[src/rtl/tlp_xcvr_pkg.sv]
// tlp_xcvr_pkg: shared types for the PCIe endpoint TLP transmit/receive path.
//   - Action:         action word handed from tlp_recv to tlp_send
//   - Completion0/1:  CplD header beats (3DW header, 64-bit beats)
//   - RdReq0/1:       MRd header beats (3DW header, 64-bit beats)
//   - fmt/typ codes and the DMA read size
package tlp_xcvr_pkg;

  typedef logic [15:0] BusID;
  typedef logic [3:0]  ExtChan;

  // Two-bit kind field; codes other than these two are legal on the wire
  // and are silently dropped by the transmitter.
  typedef enum logic [1:0] {
    REG_READ  = 2'd0,
    REG_WRITE = 2'd1
  } ActionKind;

  typedef struct packed {
    ActionKind   kind;
    ExtChan      chan;
    logic [31:0] data;
    BusID        reqID;
    logic [7:0]  tag;
  } Action;

  localparam logic [2:0] FMT_H3DW_NODATA   = 3'b000;
  localparam logic [2:0] FMT_H3DW_WITHDATA = 3'b010;
  localparam logic [4:0] TYP_MEM_RW_REQ    = 5'b00000;
  localparam logic [4:0] TYP_COMPLETION    = 5'b01010;

  // One DMA read fetches 16 quadwords (128 bytes) = 32 dwords.
  localparam int DMA_QWS = 16;
  localparam logic [9:0] DMA_LEN_DW = 10'(DMA_QWS * 2);

  // Header DW0, common to every TLP we emit (TC, attributes, TD, EP all 0).
  typedef struct packed {
    logic [2:0] fmt;
    logic [4:0] typ;
    logic [7:0] rsvd_tc;
    logic [5:0] rsvd_attr;
    logic [9:0] length;
  } HdrDw0;

  typedef struct packed {
    BusID        completerID;
    logic [2:0]  status;
    logic        bcm;
    logic [11:0] byteCount;
    HdrDw0       dw0;
  } Completion0;

  typedef struct packed {
    logic [31:0] rsvd_hi;
    BusID        reqID;
    logic [7:0]  tag;
    logic        rsvd_la;
    logic [6:0]  lowerAddr;
  } Completion1;

  typedef struct packed {
    BusID       reqID;
    logic [7:0] tag;
    logic [3:0] lastBE;
    logic [3:0] firstBE;
    HdrDw0      dw0;
  } RdReq0;

  typedef struct packed {
    logic [31:0] rsvd_hi;
    logic [24:0] addr;
    logic [6:0]  rsvd_lo;
  } RdReq1;

  function automatic HdrDw0 mk_dw0(input logic [2:0] fmt, input logic [4:0] typ,
                                   input logic [9:0] len);
    HdrDw0 h;
    h           = '0;
    h.fmt       = fmt;
    h.typ       = typ;
    h.length    = len;
    return h;
  endfunction

endpackage

[src/rtl/tlp_send.sv]
// tlp_send: transmit-side TLP engine.
//   Inputs : pcieClk_in/pcieRst_in (sync, active-high), cfgBusID_in,
//            action stream (actData_in/actValid_in), register read data
//            (cpuRdData_in), DMA request (dmaReqAddr_in/dmaReqValid_in),
//            TX backpressure (txReady_in).
//   Outputs: actReady_out, register strobes (cpuChan_out, cpuWrData_out,
//            cpuWrValid_out, cpuRdValid_out), dmaReqReady_out and the
//            Avalon-ST TX beat (txData_out, txValid_out, txSOP_out, txEOP_out).
// REG_READ -> 3-beat CplD, REG_WRITE -> one-cycle strobe, DMA -> 2-beat MRd.
module tlp_send
  import tlp_xcvr_pkg::*;
(
  input  logic        pcieClk_in,
  input  logic        pcieRst_in,
  input  BusID        cfgBusID_in,
  input  Action       actData_in,
  input  logic        actValid_in,
  output logic        actReady_out,
  output ExtChan      cpuChan_out,
  output logic [31:0] cpuWrData_out,
  output logic        cpuWrValid_out,
  output logic        cpuRdValid_out,
  input  logic [31:0] cpuRdData_in,
  input  logic [31:0] dmaReqAddr_in,
  input  logic        dmaReqValid_in,
  output logic        dmaReqReady_out,
  output logic [63:0] txData_out,
  output logic        txValid_out,
  output logic        txSOP_out,
  output logic        txEOP_out,
  input  logic        txReady_in
);

  typedef enum logic [2:0] {
    S_IDLE, S_RDWAIT, S_CPL0, S_CPL1, S_CPL2, S_DMA0, S_DMA1
  } State;

  State        r_state;
  BusID        r_reqID;
  logic [7:0]  r_tag;
  ExtChan      r_chan;
  logic [31:0] r_rdData;
  logic [24:0] r_dmaAddr;

  logic       w_idle;
  Completion0 w_cpl0;
  Completion1 w_cpl1;
  RdReq0      w_rd0;
  RdReq1      w_rd1;

  assign w_idle = (r_state == S_IDLE);

  always_ff @(posedge pcieClk_in) begin
    if (pcieRst_in) begin
      r_state <= S_IDLE;
    end else begin
      case (r_state)
        S_IDLE: begin
          // Actions win over DMA; writes and unknown kinds stay in IDLE.
          if (actValid_in) begin
            if (actData_in.kind == REG_READ) begin
              r_reqID <= actData_in.reqID;
              r_tag   <= actData_in.tag;
              r_chan  <= actData_in.chan;
              r_state <= S_RDWAIT;
            end
          end else if (dmaReqValid_in) begin
            r_dmaAddr <= dmaReqAddr_in[31:7];
            r_state   <= S_DMA0;
          end
        end
        S_RDWAIT: begin
          r_rdData <= cpuRdData_in;
          r_state  <= S_CPL0;
        end
        S_CPL0: if (txReady_in) r_state <= S_CPL1;
        S_CPL1: if (txReady_in) r_state <= S_CPL2;
        S_CPL2: if (txReady_in) r_state <= S_IDLE;
        S_DMA0: if (txReady_in) r_state <= S_DMA1;
        S_DMA1: if (txReady_in) r_state <= S_IDLE;
        default: r_state <= S_IDLE;
      endcase
    end
  end

  // Header beats are built from latched fields, so they stay stable while
  // the core stalls us.
  always_comb begin
    w_cpl0             = '0;
    w_cpl0.dw0         = mk_dw0(FMT_H3DW_WITHDATA, TYP_COMPLETION, 10'd1);
    w_cpl0.completerID = cfgBusID_in;
    w_cpl0.byteCount   = 12'd4;

    w_cpl1             = '0;
    w_cpl1.reqID       = r_reqID;
    w_cpl1.tag         = r_tag;
    w_cpl1.lowerAddr   = {r_chan, 3'b000};  // 8-byte register stride

    w_rd0              = '0;
    w_rd0.dw0          = mk_dw0(FMT_H3DW_NODATA, TYP_MEM_RW_REQ, DMA_LEN_DW);
    w_rd0.reqID        = cfgBusID_in;
    w_rd0.lastBE       = 4'hF;
    w_rd0.firstBE      = 4'hF;

    w_rd1              = '0;
    w_rd1.addr         = r_dmaAddr;
  end

  always_comb begin
    actReady_out    = w_idle;
    dmaReqReady_out = w_idle && !actValid_in;
    cpuChan_out     = w_idle ? actData_in.chan : r_chan;
    cpuWrData_out   = actData_in.data;
    cpuWrValid_out  = w_idle && actValid_in && (actData_in.kind == REG_WRITE);
    cpuRdValid_out  = w_idle && actValid_in && (actData_in.kind == REG_READ);

    txValid_out = 1'b0;
    txSOP_out   = 1'b0;
    txEOP_out   = 1'b0;
    txData_out  = '0;
    case (r_state)
      S_CPL0: begin txValid_out = 1'b1; txSOP_out = 1'b1; txData_out = w_cpl0; end
      S_CPL1: begin txValid_out = 1'b1; txData_out = w_cpl1; end
      S_CPL2: begin txValid_out = 1'b1; txEOP_out = 1'b1; txData_out = {32'h0, r_rdData}; end
      S_DMA0: begin txValid_out = 1'b1; txSOP_out = 1'b1; txData_out = w_rd0; end
      S_DMA1: begin txValid_out = 1'b1; txEOP_out = 1'b1; txData_out = w_rd1; end
      default: ;
    endcase
  end

endmodule
[config.mk]
export PLATFORM = sky130hd
export DESIGN_NAME = tlp_send
export DESIGN_NICKNAME = d
export VERILOG_FILES = /design/src/rtl/tlp_xcvr_pkg.sv /design/src/rtl/tlp_send.sv
export SDC_FILE = /design/constraint.sdc
export NUM_CORES = 1
export LEC_CHECK = 0
export CORE_ASPECT_RATIO = 1.1
export CORE_UTILIZATION = 37
export DETAILED_ROUTE_END_ITERATION = 16
export HOLD_SLACK_MARGIN = 0.15
export PLACE_DENSITY = 0.81
export SLEW_MARGIN = 20
export SYNTH_ARGS = -nofsm -noshare
export SYNTH_HDL_FRONTEND = slang
export SYNTH_SLANG_ARGS = --single-unit
[constraint.sdc]
create_clock -name pcieClk_in -period 6.5 [get_ports pcieClk_in]
set_input_delay 1.3 -clock pcieClk_in [delete_from_list [all_inputs] [get_ports pcieClk_in]]
set_output_delay 1.3 -clock pcieClk_in [all_outputs]
set_load 0.03 [all_outputs]
==> metrics.md <==
| Metric | Value |
|---|---|
| Outcome | complete, no violations |
| Total negative slack | 0 ps |
| Antenna diodes | 0 |
| Critical Path RT | 5200 ps |
| PostCTS Resize Cnt | 0 |
| Post-route setup slack | 2150 ps |
| DR DRC count | 0 |
| Post-Synthesis Cells | 307 |
| Clk pwr share | about a third |
| Iteration count of the initial detailed-routing pass | 4 |
| Sw frac | 27.9% |
| Int Pwr | 1.12 mW |
| Critical path peak fanout | 24 |
| CP Class | reg -> out |
| Detailed Route Iter0 Violations | 141 |
| CP Cell Sequence | nand2b_1 > nor2_2 > a22o_1 > clkdlybuf4s50_1 |
| Pre-CTS WS | 2290 ps |
| Sequential share of power | about 42% |
| Worst-path clk slew | 60 ps |
| Nature of the critical path endpoint | output pin |
| CTS tree | yes |
| Post-route ant nets | 0 |
| Clock Latency Late Sink | 330 ps |
| Minimum clock period | around 4300 ps |
| GR Util All Layers | 18.9% |
| Num rows | 39 |
| Post-Syn Area | 4020 sq um |
| Detailed Route WL | 10,800 um |
| First-pass GRT wire length | 15,400 um |
| Layout Area Growth over Synthesis | 46.5% |
| H-tree depth | 3 |
| Final setup viols | 0 |
| Flops & latches, synth | 88 |
| Slowest-stage cell, CP | clkdlybuf4s50_1 |
| Vias in the first global route | approximately 2,700 |
| CP top delay family | simple AND/OR/NAND/NOR gates |
| Global route overflow | 0 |
| Final Hold Fails | 0 |
| Slew Limit Headroom | 34.1% |
| Via count | 2,724 |
| Worst path bufs/invs | 1 |
| Layout cells sized above 1 | 7.35% |
| Starting density of the core | 38.3% |
| Distinct cells, synth | 36 |
| I/O Pins | 254 |
| Max_cap viols | 0 |
| Power Dens Cells | 265 nW/um^2 |
| Root buf cell | clkbuf_16 |
| Drt wl/cell | 18.2 um |
| Postcts setup bufs | 0 |
| Slowest Stage Delay on Critical Path | 670 ps |
| Dpl hpwl | 7760 um |
| Max VDD drop | 152 uV |
| Sequential share of the synthesized area | 65.0% |
| Detail-routed via count per cell | 4.60 |
| DIE HEIGHT | between 100 and 150 um |
| RSZ-0062 raised after global routing | false |
| CTS Buf Count | 9 |
| IO buf count | 174 |
| Placer Congestion | 0.768 |
| Die X | 101 um |
| Comb power frac | 25.1% |
| Setup Skew | 11.0 ps |
| Mean post-synth cell area | about 13 sq um |
| Hold WC Path Type | reg -> reg |
| Worst Path Arrival | 3050 ps |
| Power Total | 1.56 mW |
| Initial antenna violation count | 0 |
| # nets final | 591 |
| Clock sink count | ~90 |
| Period utilisation layout | between 60% and 70% |
| Core area | 10,500 sq um |
| Largest net degree at the start of global routing | 38 |
| Setup crit start kind | register |
| Max Fclk | approximately 0.23 GHz |
| Pleak | 2.01 nW |
| Die area | approximately 11,000 sq um |
| Switching power total | about 0.44 mW |
| Fin. max-slew vios | 0 |
| # hold bufs at CTS | 0 |
| Clock tree buffer depth | 2 |
| YS warnings | 0 |
| Actual slew at the worst max-slew pin | just under 1000 ps |
## cell families (layout without fill, tap and decap cells)
family | after synthesis | after routing | share of synthesized area [%]
and+or+nand+nor | 88 | 88 | 11.2
other | 1 | 8 | 0.0933
AOI/OAI and AO/OA | 39 | 39 | 6.16
xor gates and xnor gates | 1 | 1 | 0.218
muxes | 23 | 23 | 5.85
buffers and inverters | 67 | 202 | 11.5
DFF | 88 | 88 | 65.0
## routing by layer
layer / global-route usage [%] / wire [um] / vias to the layer above
met4: 10.7 / 429 / 0
met1: 20.3 / 3980 / 1276
li1: - / - / 1300
met2: 32.3 / 5510 / 106
met3: 6.31 / 835 / 42
met5: 0 / 0 / -
## metrics by stage
| stage | hold WS, ps | utilization [%] | area [sq um] | std cells |
|---|---|---|---|---|
| finish | 714 | 56.1 | 5890 | 592 |
| global route | 742 | 56.1 | 5890 | 592 |
| CTS | 716 | 56.1 | 5890 | 592 |
| detailed placement | 708 | 53.3 | 5590 | 576 |
| global placement | 690 | 53.3 | 5590 | 576 |
| floorplan | 613 | - | 4050 | 314 |
## cell usage after synthesis, drive strengths merged
cell type	count	area, sq um
edfxtp	85	2550
buf	57	420
nand2	39	151
o21ai	24	120
mux2i	22	220
nor2b	21	139
nor2	8	32.5
inv	7	31.3
a22o	6	52.6
nand2b	5	31.3
a21oi	3	26.3
and2	3	18.8
clkbuf	3	11.3
dfxtp	3	60.1
nand3	3	15.0
o22ai	3	18.8
nor3	2	10.0
or3	2	12.5
a211oi	1	7.51
a31oi	1	6.26
and2b	1	7.51
and3	1	6.26
and3b	1	8.76
conb	1	3.75
mux2	1	15.0
nand3b	1	7.51
nor4b	1	8.76
o41ai	1	16.3
xor2	1	8.76
## power groups by stage
stage,clock [mW],combinational [mW],sequential (mW)
3_3_place_gp,0,0.391,0.672
2_1_floorplan,0,0.262,0.668
3_5_place_dp,0,0.394,0.674
5_1_grt,0.539,0.415,0.664
6_report,0.507,0.392,0.662
4_1_cts,0.519,0.396,0.662
## final cells by class
type,count,area [sq um]
fillers,847,4600
flip-flops and latches,88,2610
repair buffers,179,1780
multi-input cells,159,988
clock buffers,10,229
well taps,143,179
clock inverters,6,67.6
inverters,7,31.3
## worst min-delay path, cell delays in order, from the launching register on
cell and delay [ps]:
dfxtp_1 450, nand3_1 150, o41ai_2 70
## worst paths after layout
| kind | startpoint | to | slack, ps | cells after the start |
|---|---|---|---|---|
| worst max register to register | r_state[1] | r_tag[5] | 4200 | 6 |
| worst max-delay path | r_state[2] | txData_out[30] | 2150 | 4 |
| worst min register to register | r_state[2] | r_state[2] | 710 | 2 |
| worst min-delay path | r_state[2] | r_state[2] | 710 | 2 |
## registers in the layout, summed over array words and instances, names as in the netlist
signal and flops:
r_chan 4, r_reqID 16, r_tag 8, r_dmaAddr 25, r_rdData 32, r_state 3
## layout by cell type (no fill, tap or decap), types with 2 or more instances in the layout
master and instances:
clkdlybuf4s50_1 174, edfxtp_1 85, nand2_1 37, o21ai_0 24, mux2i_1 22, nor2b_1 20
clkbuf_16 9, conb_1 8, nor2_1 7, a22o_1 6, inv_1 6, nand2b_1 5
buf_4 5, and2_1 3, o22ai_1 3, nand3_1 3, a21oi_1 2, or3_1 2
inv_6 2, nand2_2 2, nor3_2 2, clkinvlp_4 2, dfxtp_1 2
(Power assumes the default switching activity.)
